$ cat src/rtl/jtag_host_sequencer.sv
// rtl/jtag_host_sequencer.sv - command-driven JTAG host: walks the TAP from Run-Test/Idle and back, capturing TDO
module jtag_host_sequencer #(
    parameter int MAX_LEN          = 32,
    parameter int RESET_TMS_CYCLES = 5,
    localparam int LW              = $clog2(MAX_LEN + 1)
) (
    input  logic               clk_tck,
    input  logic               trst_n,
    input  logic               cmd_valid,
    output logic               cmd_ready,
    input  logic [1:0]         cmd_op,
    input  logic [LW-1:0]      cmd_len,
    input  logic [MAX_LEN-1:0] cmd_data,
    output logic               tms,
    output logic               tdi,
    output logic               tap_enable,
    input  logic               tdo,
    output logic               rsp_valid,
    output logic               rsp_error,
    output logic [MAX_LEN-1:0] rsp_data
);

    localparam logic [1:0] OP_RESET = 2'd0;
    localparam logic [1:0] OP_IR    = 2'd1;
    localparam logic [1:0] OP_IDLE  = 2'd3;

    localparam logic [LW-1:0] RST_ONES = LW'(RESET_TMS_CYCLES);
    localparam logic [LW-1:0] RST_LAST = LW'(RESET_TMS_CYCLES + 1);
    localparam logic [LW-1:0] LEN_MAX  = LW'(MAX_LEN);

    typedef enum logic [2:0] {
        H_IDLE,
        H_RESET,
        H_PRE,
        H_SHIFT,
        H_POST,
        H_DONE
    } state_t;

    state_t             state, state_n;
    logic [LW-1:0]      cnt, cnt_n;
    logic [1:0]         op_q, op_n;
    logic [LW-1:0]      len_q, len_n;
    logic [MAX_LEN-1:0] data_q, data_n;
    logic               auto_q, auto_n;
    logic               err_q, err_n;
    logic               accept;
    logic [LW-1:0]      pre_last;
    logic [MAX_LEN-1:0] data_sh;
    logic               tms_n, tdi_n;

    assign accept   = cmd_valid && cmd_ready;
    assign pre_last = (op_q == OP_IR) ? LW'(3) : LW'(2);

    always_ff @(posedge clk_tck or negedge trst_n) begin
        if (!trst_n) begin
            state  <= H_RESET;
            cnt    <= '0;
            op_q   <= OP_RESET;
            len_q  <= '0;
            data_q <= '0;
            auto_q <= 1'b1;
            err_q  <= 1'b0;
        end else begin
            state  <= state_n;
            cnt    <= cnt_n;
            op_q   <= op_n;
            len_q  <= len_n;
            data_q <= data_n;
            auto_q <= auto_n;
            err_q  <= err_n;
        end
    end

    // Next-state: cnt is the cycle index within the current phase.
    always_comb begin
        state_n = state;
        cnt_n   = cnt;
        op_n    = op_q;
        len_n   = len_q;
        data_n  = data_q;
        auto_n  = auto_q;
        err_n   = err_q;
        case (state)
            H_IDLE: begin
                if (accept) begin
                    op_n   = cmd_op;
                    len_n  = cmd_len;
                    data_n = cmd_data;
                    err_n  = 1'b0;
                    auto_n = 1'b0;
                    cnt_n  = '0;
                    if (cmd_op == OP_RESET) begin
                        state_n = H_RESET;
                        cnt_n   = LW'(1);
                    end else if (cmd_len == '0 || cmd_len > LEN_MAX) begin
                        state_n = H_DONE;
                        err_n   = 1'b1;
                    end else if (cmd_op == OP_IDLE) begin
                        state_n = H_SHIFT;
                    end else begin
                        state_n = H_PRE;
                    end
                end
            end
            H_RESET: begin
                if (cnt == RST_LAST) begin
                    // The power-on sequence finishes silently; a commanded one reports completion.
                    state_n = auto_q ? H_IDLE : H_DONE;
                    cnt_n   = '0;
                    auto_n  = 1'b0;
                end else begin
                    cnt_n = cnt + 1'b1;
                end
            end
            H_PRE: begin
                if (cnt == pre_last) begin
                    state_n = H_SHIFT;
                    cnt_n   = '0;
                end else begin
                    cnt_n = cnt + 1'b1;
                end
            end
            H_SHIFT: begin
                if (cnt == len_q - 1'b1) begin
                    state_n = (op_q == OP_IDLE) ? H_DONE : H_POST;
                    cnt_n   = '0;
                end else begin
                    cnt_n = cnt + 1'b1;
                end
            end
            H_POST: begin
                if (cnt == LW'(1)) begin
                    state_n = H_DONE;
                    cnt_n   = '0;
                end else begin
                    cnt_n = cnt + 1'b1;
                end
            end
            H_DONE: begin
                state_n = H_IDLE;
                cnt_n   = '0;
            end
            default: begin
                state_n = H_IDLE;
                cnt_n   = '0;
            end
        endcase
    end

    // Pin values are decoded from the next state so they land in flops on the same edge.
    always_comb begin
        tms_n   = 1'b0;
        tdi_n   = 1'b0;
        data_sh = data_n >> cnt_n;
        case (state_n)
            H_RESET: tms_n = (cnt_n <= RST_ONES);
            H_PRE:   tms_n = (cnt_n == '0) || (op_n == OP_IR && cnt_n == LW'(1));
            H_SHIFT: begin
                if (op_n != OP_IDLE) begin
                    tdi_n = data_sh[0];
                    tms_n = (cnt_n == len_n - 1'b1);
                end
            end
            H_POST:  tms_n = (cnt_n == '0);
            default: tms_n = 1'b0;
        endcase
    end

    always_ff @(posedge clk_tck or negedge trst_n) begin
        if (!trst_n) begin
            tms        <= 1'b1;
            tdi        <= 1'b0;
            tap_enable <= 1'b0;
            cmd_ready  <= 1'b0;
            rsp_valid  <= 1'b0;
            rsp_error  <= 1'b0;
        end else begin
            tms        <= tms_n;
            tdi        <= tdi_n;
            tap_enable <= 1'b1;
            cmd_ready  <= (state_n == H_IDLE);
            rsp_valid  <= (state_n == H_DONE);
            rsp_error  <= (state_n == H_DONE) && err_n;
        end
    end

    // TDO for bit i is taken on the edge that ends the cycle driving bit i.
    always_ff @(posedge clk_tck or negedge trst_n) begin
        if (!trst_n) begin
            rsp_data <= '0;
        end else if (accept) begin
            rsp_data <= '0;
        end else if (state == H_SHIFT && op_q != OP_IDLE) begin
            rsp_data <= rsp_data | ({{(MAX_LEN-1){1'b0}}, tdo} << cnt);
        end
    end

endmodule
$ cat config.mk
export PLATFORM = sky130hd
export DESIGN_NAME = jtag_host_sequencer
export DESIGN_NICKNAME = d
export VERILOG_FILES = /design/src/rtl/jtag_host_sequencer.sv
export SDC_FILE = /design/constraint.sdc
export NUM_CORES = 1
export LEC_CHECK = 0
export CORE_MARGIN = 4
export CORE_UTILIZATION = 53
export CTS_CLUSTER_DIAMETER = 30
export DETAILED_ROUTE_END_ITERATION = 6
export PLACE_DENSITY_LB_ADDON = 0.25
export SYNTH_ARGS = -nofsm -noshare
export SYNTH_HDL_FRONTEND = slang
export SYNTH_SLANG_ARGS = --single-unit
$ cat constraint.sdc
create_clock -name clk_tck -period 4.3 [get_ports clk_tck]
set_input_delay 1.075 -clock clk_tck [delete_from_list [all_inputs] [get_ports clk_tck]]
set_output_delay 1.075 -clock clk_tck [all_outputs]
set_load 0.03 [all_outputs]
==> results.txt <==
- Run status: finished, final reports clean
- The critical path is of the reg -> reg type.
- Detailed-route DRC error count: 0
- Number of buffers created by CTS: 9
- The initial utilization of the core area, before any placement, comes to 55.0%.
- Once detail routing completed, the nets flagged for antenna violations numbered 0.
- Number of clock sinks: 89
* Max Clock Skew: 0.0169 ns
- The worst setup path is captured at a flip-flop.
- Min cycle time layout: 3.64 ns
* Number of max-cap violations: 0
- Of all nets on the critical path, the largest fanout is 13.
- All-Layer GR Usage: 23.4%
* Type of the tightest min-delay check: reg -> reg
* Routed met3 length: 743 µm
- The synthesized design contains 89 register bits.
* Post-synth cell types: 61
- Buffer depth of the longest clock path: 2
* Kind of start point of the critical path: flip-flop
- Most used cells in the layout excluding fill and tap cells: 123 x sky130_fd_sc_hd__nand2_1, 86 x sky130_fd_sc_hd__dfrtp_1, 80 x sky130_fd_sc_hd__clkdlybuf4s50_1, 58 x sky130_fd_sc_hd__nor2_1, 42 x sky130_fd_sc_hd__a21oi_1
* Synth Cell Area: 4590 µm²
- The critical path goes through nor4_1 -> nand2_1 -> a32o_1 -> o21ai_0 -> and3_1 -> clkinv_2 -> mux2i_1 -> mux2_2 -> a211o_1 -> o22ai_1.
* Global-route wire length before repair: 19000 µm
- After synthesis, the largest area contributor takes up 46.9% of total cell area.
* Fraction of power spent switching nets: 24.3%
- Tightest Pin Transition: 0.857 ns
* Dpl ws: 0.392 ns
* Achievable clock frequency: 0.274 GHz
- Dividing the detail-routed wire length by the instance count gives 16.3 µm.
- The number of nets in the synthesized netlist is 570.
* Commonest non-fill, non-tap cell in the layout: sky130_fd_sc_hd__nand2_1
- Sequential-to-total area share from yosys stat: 48.6%
- Leakage: 2.72 nW
- Cells fill 68.2% of the core in the end.
- The via count of the first global-routing pass came to 3847.
* Min setup slack post-route: 0.656 ns
- Cell Int Power: 1.12 mW
- Number of vias in the routed layout: 4062
- Required time worst endpoint: 4.58 ns
* Post-route design area: 5690 µm²
* Final period utilization: 84.7%
- Summing the areas of all compound-gate instances in the mapped netlist gives 15.0% of the synthesized area.
- After detailed placement, the total cell area comes to 5500 µm².
- DP Wirelength: 8560 µm
- Delay of the slowest cell on the worst path: 0.70 ns
- Fraction of final layout cells with drive strength greater than 1: 6.98%
- Gates resized during post-CTS repair numbered 0.
- Hold repair after CTS inserted 0 buffers.
* Later-pin clock latency in the skew report: 0.36 ns
* M1 WL: 5340 µm
* Clock-pin slew reported for the worst setup and hold paths after clock tree synthesis: 0.09 ns
- Setup slack on the worst reg-to-reg path comes out at 0.66 ns.
* I/O pin total: 82
- Entering global routing, the biggest net connects 69 pins.
- Final weighted congestion in routability-driven placement: 0.881
- The die covers 10200 µm².
- Ranking of synthesized cells by area: sky130_fd_sc_hd__dfrtp_1 47%, sky130_fd_sc_hd__nand2_1 10%, sky130_fd_sc_hd__nor2_1 4.7%, sky130_fd_sc_hd__a21oi_1 4.6%, sky130_fd_sc_hd__mux2i_1 3.9%
- Dividing total power by cell area gives a power density of 261 nW/µm².
- The count of buffers added on input and output ports is 81.
* Cell with the biggest individual delay on the critical path: sky130_fd_sc_hd__nor4_1
* Arrival time worst endpoint: 3.92 ns
* Most frequently used flop master after synthesis: sky130_fd_sc_hd__dfrtp_1
- After the first detailed-routing iteration, the DRC count stood at 304.
- Highest routed layer: met4
- Hold Violations, Final: 0
* XOR/XNOR Fraction of Synth Area: 2.67%
- Unrepaired setup endpoints after global routing: false
- Number of antenna violations at the first check in global routing: 0
- Share of synthesized cell area in full adder, half adder and majority cells: 1.36%
* TritonRoute pass-1 iters: 5
* Power share of the sequential group: 56.9%
- VDD sags by at most 0.169 mV.
* Routed wire length on met2: 5340 µm
* Dominant combinational cell family by area after synthesis: simple AND/OR/NAND/NOR gates
- Avg Cell Area, Syn: 8.81 µm²
- Height of the die: 101 µm
- The H-tree was split into 3 levels.
- Chip width: 101 µm
* Routed WL: 11600 µm
* Post-CTS Setup Bufs: 0
- Area Overhead vs Synth: 23.9%
* Max-slew headroom at the worst pin: 42.9%
- In this run, the clock network consumes 36.7% of the power.
- Post-synth ARST share: 100%
- CTS tree: yes
* Fraction of the mapped netlist area in simple logic gates: 23.9%
* Net count reported at finish: 646
- Final Max Tran Viols: 0
* Proportion of synthesized area in mux cells: 4.17%
- Number of antenna cells inserted: 0
- Via density: 5.75
* Cell count after synthesis: 521
- In this run the power spent charging and discharging nets is 0.361 mW.
* Combinational power share: 6.3%
- After floorplanning, the core was sized to cover 8340 µm².
- Remaining Overflow, GRT: 0
- CTS Root Buffer Type: sky130_fd_sc_hd__clkbuf_8
* Cell taking the most area after synthesis: sky130_fd_sc_hd__dfrtp_1
- Warnings, synthesis: 0
* Setup violation total in the final timing report: 0
- Setup total negative slack on the finished layout was measured at 0 ns.
- Post-synth EDFFs: 0
- Number of rows created at floorplan: 33
==> through the flow <==
stage,total power [mW],std cells,hold slack (ns)
3_3_place_gp,0.957,691,0.451
6_report,1.49,707,0.478
2_1_floorplan,0.884,521,0.433
3_5_place_dp,0.958,691,0.454
4_1_cts,1.50,707,0.481
5_1_grt,1.54,707,0.497
==> synthesized netlist by cell type, types with 5 or more instances <==
| cell type | count |
|---|---|
| sky130_fd_sc_hd__nand2_1 | 123 |
| sky130_fd_sc_hd__dfrtp_1 | 86 |
| sky130_fd_sc_hd__nor2_1 | 58 |
| sky130_fd_sc_hd__a21oi_1 | 42 |
| sky130_fd_sc_hd__inv_1 | 20 |
| sky130_fd_sc_hd__mux2i_1 | 18 |
| sky130_fd_sc_hd__clkbuf_1 | 15 |
| sky130_fd_sc_hd__and3_1 | 12 |
| sky130_fd_sc_hd__xnor2_1 | 12 |
| sky130_fd_sc_hd__nand3_1 | 9 |
| sky130_fd_sc_hd__o211ai_1 | 8 |
| sky130_fd_sc_hd__o21ai_0 | 8 |
| sky130_fd_sc_hd__and2_1 | 7 |
| sky130_fd_sc_hd__buf_2 | 7 |
| sky130_fd_sc_hd__or3_1 | 7 |
| sky130_fd_sc_hd__ha_1 | 5 |
| sky130_fd_sc_hd__nor2b_1 | 5 |
==> cell type report <==
class / instances / area (µm²)
Fill cell: 696 / 2650
Tap cell: 105 / 131
Timing Repair Buffer: 92 / 891
Inverter: 21 / 80.1
Clock inverter: 6 / 50.0
Clock buffer: 10 / 138
Sequential cell: 89 / 2230
Multi-Input combinational cell: 384 / 2170
==> power by group through the flow <==
stage	Sequential, mW	Combinational [mW]	Clock [mW]
2_1_floorplan	0.875	0.00919	0
3_3_place_gp	0.862	0.0945	0
3_5_place_dp	0.862	0.0954	0
4_1_cts	0.846	0.0959	0.558
5_1_grt	0.847	0.102	0.591
6_report	0.846	0.0942	0.546
==> critical path: cells and delay by family (launching register included) <==
family | cells | cell delay, ns
buf+inv | 1 | 0.25
flops | 1 | 0.56
mux | 2 | 0.47
compound gates | 4 | 1.06
simple gates | 3 | 1.25
==> logic make-up after synthesis <==
family / after synthesis
multiplexers: 19
buffers and inverters: 48
AND/OR/NAND/NOR: 247
other: 1
adder cells (fa/ha/maj): 5
XOR/XNOR: 14
flip-flops: 89
AO/OA/AOI/OAI: 98
==> layer usage <==
layer	vias up	GRT usage (%)
met2	159	35.5
met3	12	3.32
met1	1956	35.0
li1	1935	-
met5	-	0
met4	0	7.06
==> sequential cells by signal, summed over array words and instances (netlist names), 2 cells and up <==
signal / count
rsp_data: 32
state: 3
data_q: 32
len_q: 6
cnt: 6
op_q: 2
==> final timing paths <==
| check | endpoint | depth (start not counted) | startpoint |
|---|---|---|---|
| worst max-delay path | tdi | 10 | cnt[3] |
| worst min-delay path | data_q[5] | 2 | data_q[5] |
| worst max register to register | tdi | 10 | cnt[3] |
| worst min register to register | data_q[5] | 2 | data_q[5] |
| max in group asynchronous | len_q[0] | 2 | trst_n |
| min in group asynchronous | rsp_data[10] | 1 | trst_n |
Power figures use the tool's default switching activity.
